<file path="src/rtl/icu_pkg.sv">
// Shared definitions for the icu_ng control unit: opcodes, pulse bundle and
// instruction field helpers.
package icu_pkg;

  localparam int ADDR_W_DEF = 8;
  localparam int INST_W_MAX = 4 + 32;

  typedef enum logic [3:0] {
    OP_NOPO = 4'h0, OP_LD   = 4'h1, OP_LDC  = 4'h2, OP_AND  = 4'h3,
    OP_ANDC = 4'h4, OP_OR   = 4'h5, OP_ORC  = 4'h6, OP_XNOR = 4'h7,
    OP_STO  = 4'h8, OP_STOC = 4'h9, OP_IEN  = 4'hA, OP_OEN  = 4'hB,
    OP_JMP  = 4'hC, OP_RTN  = 4'hD, OP_SKZ  = 4'hE, OP_NOPF = 4'hF
  } opcode_e;

  typedef struct packed {
    logic jmp;
    logic rtn;
    logic flag_o;
    logic flag_f;
  } pulse_t;

  function automatic int inst_w(input int addr_w);
    return 4 + addr_w;
  endfunction

  // Helpers take the instruction zero-extended to INST_W_MAX bits.
  function automatic opcode_e inst_opcode(input logic [INST_W_MAX-1:0] inst, input int addr_w);
    logic [INST_W_MAX-1:0] sh;
    sh = inst >> addr_w;
    return opcode_e'(sh[3:0]);
  endfunction

  function automatic logic [31:0] inst_operand(input logic [INST_W_MAX-1:0] inst, input int addr_w);
    logic [INST_W_MAX-1:0] mask;
    mask = ~({INST_W_MAX{1'b1}} << addr_w);
    return 32'(inst & mask);
  endfunction

endpackage

</file>
<file path="src/rtl/icu_stack.sv">
// Synchronous return-address LIFO; pushes to a full stack and pops of an
// empty stack are ignored.
module icu_stack #(
  parameter int DEPTH = 4,
  parameter int W     = 8
) (
  input  logic         clk,
  input  logic         RST,
  input  logic         push,
  input  logic         pop,
  input  logic [W-1:0] din,
  output logic [W-1:0] dout,
  output logic         full,
  output logic         empty
);

  localparam int SP_W  = $clog2(DEPTH + 1);
  localparam int IDX_W = (DEPTH > 1) ? $clog2(DEPTH) : 1;

  logic [SP_W-1:0] sp_q;
  logic [W-1:0]    mem_q [DEPTH];

  assign full  = (sp_q == SP_W'(DEPTH));
  assign empty = (sp_q == '0);
  assign dout  = empty ? '0 : mem_q[IDX_W'(sp_q - SP_W'(1))];

  // NOTE: sequential state uses non-blocking assignments so every register
  // samples pre-edge values regardless of process ordering.
  always_ff @(posedge clk) begin
    if (RST) begin
      sp_q <= '0;
    end else if (push && !full) begin
      sp_q <= sp_q + SP_W'(1);
    end else if (pop && !empty) begin
      sp_q <= sp_q - SP_W'(1);
    end
  end

  // NOTE: the storage array is deliberately not reset; sp_q alone defines
  // which entries are meaningful, so the memory can map onto plain flops/RAM.
  always_ff @(posedge clk) begin
    if (!RST && push && !full) begin
      mem_q[IDX_W'(sp_q)] <= din;
    end
  end

endmodule

</file>
<file path="src/rtl/icu_ng.sv">
// WIDTH-bit industrial control unit with internal PC, return stack and
// operand-addressed I/O; one instruction per cycle when run & inst_valid.
module icu_ng
  import icu_pkg::*;
#(
  parameter int WIDTH       = 4,
  parameter int ADDR_W      = ADDR_W_DEF,
  parameter int IO_AW       = 4,
  parameter int STACK_DEPTH = 4,
  localparam int INST_W     = inst_w(ADDR_W)
) (
  input  logic              clk,
  input  logic              RST,
  input  logic              run,
  output logic [ADDR_W-1:0] pc,
  input  logic [INST_W-1:0] inst,
  input  logic              inst_valid,
  output logic [IO_AW-1:0]  io_addr,
  input  logic [WIDTH-1:0]  io_rdata,
  output logic              io_we,
  output logic [WIDTH-1:0]  io_wdata,
  output logic [WIDTH-1:0]  RR,
  output logic              JMP,
  output logic              RTN,
  output logic              FLAG_O,
  output logic              FLAG_F,
  output logic              err_ovf,
  output logic              err_unf
);

  opcode_e           op;
  logic [ADDR_W-1:0] operand;
  logic [WIDTH-1:0]  d;
  logic              exec;

  logic [ADDR_W-1:0] pc_q, pc_d;
  logic [WIDTH-1:0]  rr_q, rr_d;
  logic              ien_q, ien_d, oen_q, oen_d, skip_q, skip_d;
  logic              ovf_q, ovf_d, unf_q, unf_d;
  pulse_t            pulse_q, pulse_d;

  logic              push, pop, full, empty;
  logic [ADDR_W-1:0] stk_dout;

  assign op      = inst_opcode(INST_W_MAX'(inst), ADDR_W);
  assign operand = ADDR_W'(inst_operand(INST_W_MAX'(inst), ADDR_W));
  assign io_addr = operand[IO_AW-1:0];
  assign d       = ien_q ? io_rdata : '0;
  assign exec    = run & inst_valid & ~RST;

  icu_stack #(.DEPTH(STACK_DEPTH), .W(ADDR_W)) u_stack (
    .clk   (clk),
    .RST   (RST),
    .push  (push),
    .pop   (pop),
    .din   (pc_q + ADDR_W'(1)),
    .dout  (stk_dout),
    .full  (full),
    .empty (empty)
  );

  // NOTE: every signal driven here gets a default first, so no path through
  // the case statement can leave one unassigned and infer a latch.
  always_comb begin
    pc_d     = pc_q;
    rr_d     = rr_q;
    ien_d    = ien_q;
    oen_d    = oen_q;
    skip_d   = skip_q;
    ovf_d    = ovf_q;
    unf_d    = unf_q;
    pulse_d  = '0;
    push     = 1'b0;
    pop      = 1'b0;
    io_we    = 1'b0;
    io_wdata = '0;
    if (exec) begin
      pc_d   = pc_q + ADDR_W'(1);
      skip_d = 1'b0;
      // A pending skip consumes this instruction with no other effect.
      if (!skip_q) begin
        case (op)
          OP_NOPO: pulse_d.flag_o = 1'b1;
          OP_LD:   rr_d = d;
          OP_LDC:  rr_d = ~d;
          OP_AND:  rr_d = rr_q & d;
          OP_ANDC: rr_d = rr_q & ~d;
          OP_OR:   rr_d = rr_q | d;
          OP_ORC:  rr_d = rr_q | ~d;
          OP_XNOR: rr_d = ~(rr_q ^ d);
          OP_STO: begin
            io_we    = oen_q;
            io_wdata = rr_q;
          end
          OP_STOC: begin
            io_we    = oen_q;
            io_wdata = ~rr_q;
          end
          OP_IEN:  ien_d = io_rdata[0];
          OP_OEN:  oen_d = io_rdata[0];
          OP_JMP: begin
            push        = ~full;
            ovf_d       = ovf_q | full;
            pc_d        = operand;
            pulse_d.jmp = 1'b1;
          end
          OP_RTN: begin
            pulse_d.rtn = 1'b1;
            if (empty) begin
              pc_d  = '0;
              unf_d = 1'b1;
            end else begin
              pop  = 1'b1;
              pc_d = stk_dout;
            end
          end
          OP_SKZ:  skip_d = (rr_q == '0);
          OP_NOPF: pulse_d.flag_f = 1'b1;
          default: ;
        endcase
      end
    end
  end

  always_ff @(posedge clk) begin
    if (RST) begin
      pc_q    <= '0;
      rr_q    <= '0;
      ien_q   <= 1'b1;
      oen_q   <= 1'b1;
      skip_q  <= 1'b0;
      ovf_q   <= 1'b0;
      unf_q   <= 1'b0;
      pulse_q <= '0;
    end else begin
      pc_q    <= pc_d;
      rr_q    <= rr_d;
      ien_q   <= ien_d;
      oen_q   <= oen_d;
      skip_q  <= skip_d;
      ovf_q   <= ovf_d;
      unf_q   <= unf_d;
      pulse_q <= pulse_d;
    end
  end

  assign pc      = pc_q;
  assign RR      = rr_q;
  assign JMP     = pulse_q.jmp;
  assign RTN     = pulse_q.rtn;
  assign FLAG_O  = pulse_q.flag_o;
  assign FLAG_F  = pulse_q.flag_f;
  assign err_ovf = ovf_q;
  assign err_unf = unf_q;

endmodule
</file>
<file path="config.mk">
export PLATFORM = sky130hd
export DESIGN_NAME = icu_ng
export DESIGN_NICKNAME = d
export VERILOG_FILES = /design/src/rtl/icu_pkg.sv /design/src/rtl/icu_stack.sv /design/src/rtl/icu_ng.sv
export SDC_FILE = /design/constraint.sdc
export NUM_CORES = 1
export LEC_CHECK = 0
export ABC_CLOCK_PERIOD_IN_PS = 2300
export CAP_MARGIN = 20
export CORE_MARGIN = 8
export CORE_UTILIZATION = 49
export CTS_CLUSTER_SIZE = 8
export DETAILED_ROUTE_END_ITERATION = 6
export GPL_ROUTABILITY_DRIVEN = 0
export PLACE_DENSITY = 0.77
export SYNTH_ARGS = -nofsm -noshare
export SYNTH_HDL_FRONTEND = slang
export SYNTH_HIERARCHICAL = 1
export SYNTH_SLANG_ARGS = --single-unit
</file>
<file path="constraint.sdc">
create_clock -name clk -period 2.3 [get_ports clk]
set_clock_uncertainty 0.15 [all_clocks]
set_input_delay 0.345 -clock clk [delete_from_list [all_inputs] [get_ports clk]]
set_output_delay 0.345 -clock clk [all_outputs]
set_load 0.005 [all_outputs]
</file>
==> flow_metrics.tcl <==
set metrics [dict create \
    outcome "completed" \
    fin_util_pct 64.2 \
    synth_mux_area_share_pct 6.69 \
    setup_viol 0 \
    maxCapViolCount 0 \
    worst_pin_slew_ns 0.506 \
    cts_made_buffers 5 \
    nets 368 \
    crit_type "in2out" \
    yosys.area_share.simple_pct 19.7 \
    grt_pass1_vias 2314 \
    fmax_mhz 440 \
    clk_latency_ns 0.32 \
    io_pins 47 \
    vias 2432 \
    synth_top_area_share_pct 31.5 \
    grt-ovfl-total 0 \
    yosysTopAreaCell "edfxtp_1" \
    cts.htree.levels 2 \
    path_delay_family "buffers and inverters" \
    dr.pass1.iters 4 \
    min_period_over_period_pct 98.9 \
    die_area_sq_um 9000 \
    required_ns 1.80 \
    layout_commonest_cell "clkdlybuf4s50_1" \
    core-area_sq_um 5960 \
    synth_fa_ha_area_share_pct 2.87 \
    setup_slack_ns 0.0263 \
    synth-compound-area-share_pct 13.1 \
    viasPerCell 5.83 \
    synth_cell_types 61 \
    p_leak_nw 1.42 \
    endpoint_kind "output port" \
    ys_warn_count 6 \
    dpl_worst_slack_ns -0.304 \
    final_area_sq_um 3820 \
    syn_to_final_growth_pct 25.4 \
    power_per_cell_area_nw_per_um2 493 \
    cts_tree "built" \
    drc 0 \
    finalWirelength_microns 7610 \
    worstPathArrival_ns 1.78 \
    synth-main-ff-cell "edfxtp_1" \
    postPlaceCellArea_sq_um 3690 \
    netlist_area_sq_um 3050 \
    synth-xor-area-share_pct 3.74 \
    start_util_pct 51.2 \
    fp.dieW_microns 94.9 \
    hold_viol 0 \
    place_hpwl_microns 5800 \
    synth-seq-cells 56 \
    ant_nets 0 \
    period_needed_ns 2.27 \
    slew_headroom_pct 66.0 \
    final_cell_mix "clkdlybuf4s50_1, buf_4, edfxtp_1" \
    drive_above_1_share_pct 19.3 \
    crit_chain "clkdlybuf4s50_1, buf_4, nor2_2, nand4b_1, buf_4, nor2_1, dlygate4sd2_1" \
    clockBufferDepth 2 \
    antenna_found_initial 0 \
    syn_avg_cell_area_sq_um 11.0 \
    grt_max_degree 23 \
    detail_route.wl_per_cell_microns 18.2 \
    hp-class "reg2reg" \
    synthTopCellsByArea "edfxtp_1, dfxtp_1, mux4_2" \
    clockRootBuffer "clkbuf_8" \
    die_h_microns 94.9 \
    total_power_mw 1.88 \
    nFillCells 488 \
    synth_cells 276 \
    path_max_fanout 9 \
    grt_usage_pct 17.6 \
    synth_edf_count 32 \
    whs_ns 0.342 \
    slew_violations 0 \
    hold_buffers 0 \
    cts.clk_slew.worst_paths_ns 0.10 \
    async_reset_ff_share_pct 0 \
    peakVddDrop_uv 423 \
    drt_iter0_drc 137 \
    yosysSeqAreaShare_pct 47.3 \
    critPathSlowestCell "clkdlybuf4s50_1" \
    synth_nets 303 \
    cp_num_buf_inv 4 \
    antennaDiodeCount 0 \
    rows 28 \
    start_kind "input pin" \
    synth_top_family_by_area "simple AND/OR/NAND/NOR gates" \
    critPathMaxStageDelay_ns 0.44 \
    grt_pass1_wl_microns 12300 \
    cpMostUsedCell "buf_4" \
    port-buffer-count 46 \
    clock-sinks 56 \
]
## flip-flops by register name, summed over array words and instances, names as in the netlist, 3 cells and up
name           flops
u_stack/mem_q     32
RR                 4
pc                 8
u_stack/sp_q       3
## synthesized netlist by cell type (3+ instances only)
| master | number |
|---|---|
| a21oi_1 | 13 |
| a22oi_1 | 3 |
| a311oi_1 | 5 |
| a31oi_1 | 6 |
| a32oi_1 | 3 |
| and2_1 | 6 |
| and3_1 | 6 |
| and3b_1 | 3 |
| buf_2 | 5 |
| buf_4 | 8 |
| buf_6 | 4 |
| clkbuf_1 | 5 |
| dfxtp_1 | 24 |
| edfxtp_1 | 32 |
| ha_1 | 7 |
| inv_1 | 13 |
| mux4_2 | 7 |
| nand2_1 | 12 |
| nand2b_1 | 3 |
| nand3_1 | 8 |
| nor2_1 | 18 |
| nor2b_1 | 10 |
| nor3_1 | 7 |
| nor3b_1 | 4 |
| nor4_1 | 3 |
| o21ai_0 | 3 |
| or3_1 | 4 |
| xnor2_1 | 8 |
| xor2_1 | 5 |
## worst paths after layout
kind	start	end	slack, ns	cells after the start
worst max-delay path	inst[10]	io_wdata[3]	0.03	7
worst min-delay path	oen_q$_SDFFE_PP1P_	oen_q$_SDFFE_PP1P_	0.34	2
worst max register to register	u_stack/sp_q[0]$_SDFFE_PP0P_	u_stack/sp_q[2]$_SDFFE_PP0P_	0.14	8
worst min register to register	oen_q$_SDFFE_PP1P_	oen_q$_SDFFE_PP1P_	0.34	2
## tightest hold or removal path, cell delays in order (launching register included)
cell and delay (ns):
dfxtp_1 0.34, mux2i_1 0.07, nand2b_1 0.06
## metal layers
metal,wire length [microns],vias to the layer above,global-route usage (%)
met5,0,-,0
met3,423,8,4.13
li1,-,1152,-
met1,3430,1205,23.9
met4,102,0,6.24
met2,3650,67,26.7
## power breakdown
group | total [mW] | internal [mW] | switching [mW]
combinational | 0.220 | 0.115 | 0.105
clock | 0.587 | 0.231 | 0.356
sequential | 1.08 | 1.06 | 0.0136
## kinds of logic after synthesis
family,Yosys count
AND/OR/NAND/NOR,99
buffers and inverters,36
AO/OA/AOI/OAI,55
multiplexers,10
XOR/XNOR,13
flip-flops,56
adder cells (fa/ha/maj),7
## per-stage QoR
step / setup TNS, ns / cells
after floorplan: 0 / 276
after global placement: -10.99 / 406
after detailed placement: -11.02 / 406
after CTS: 0 / 415
after global routing: -0.0539 / 417
final: 0 / 417
## layout make-up
| type | instances | area (sq um) | area share, % |
|---|---|---|---|
| Tap cell | 75 | 93.8 | 2.46 |
| Clock inverter | 3 | 28.8 | 0.753 |
| Inverter | 14 | 52.6 | 1.38 |
| Multi-Input combinational cell | 184 | 1430 | 37.3 |
| Timing Repair Buffer | 80 | 711 | 18.6 |
| Clock buffer | 5 | 68.8 | 1.80 |
| Sequential cell | 56 | 1440 | 37.7 |
## timing repair
item	in CTS	in global routing
endpoints found under the setup margin	5	38
buffers inserted	1	2
gates resized for setup	10	6
pin swaps	6	0
Power figures use the tool's default switching activity.
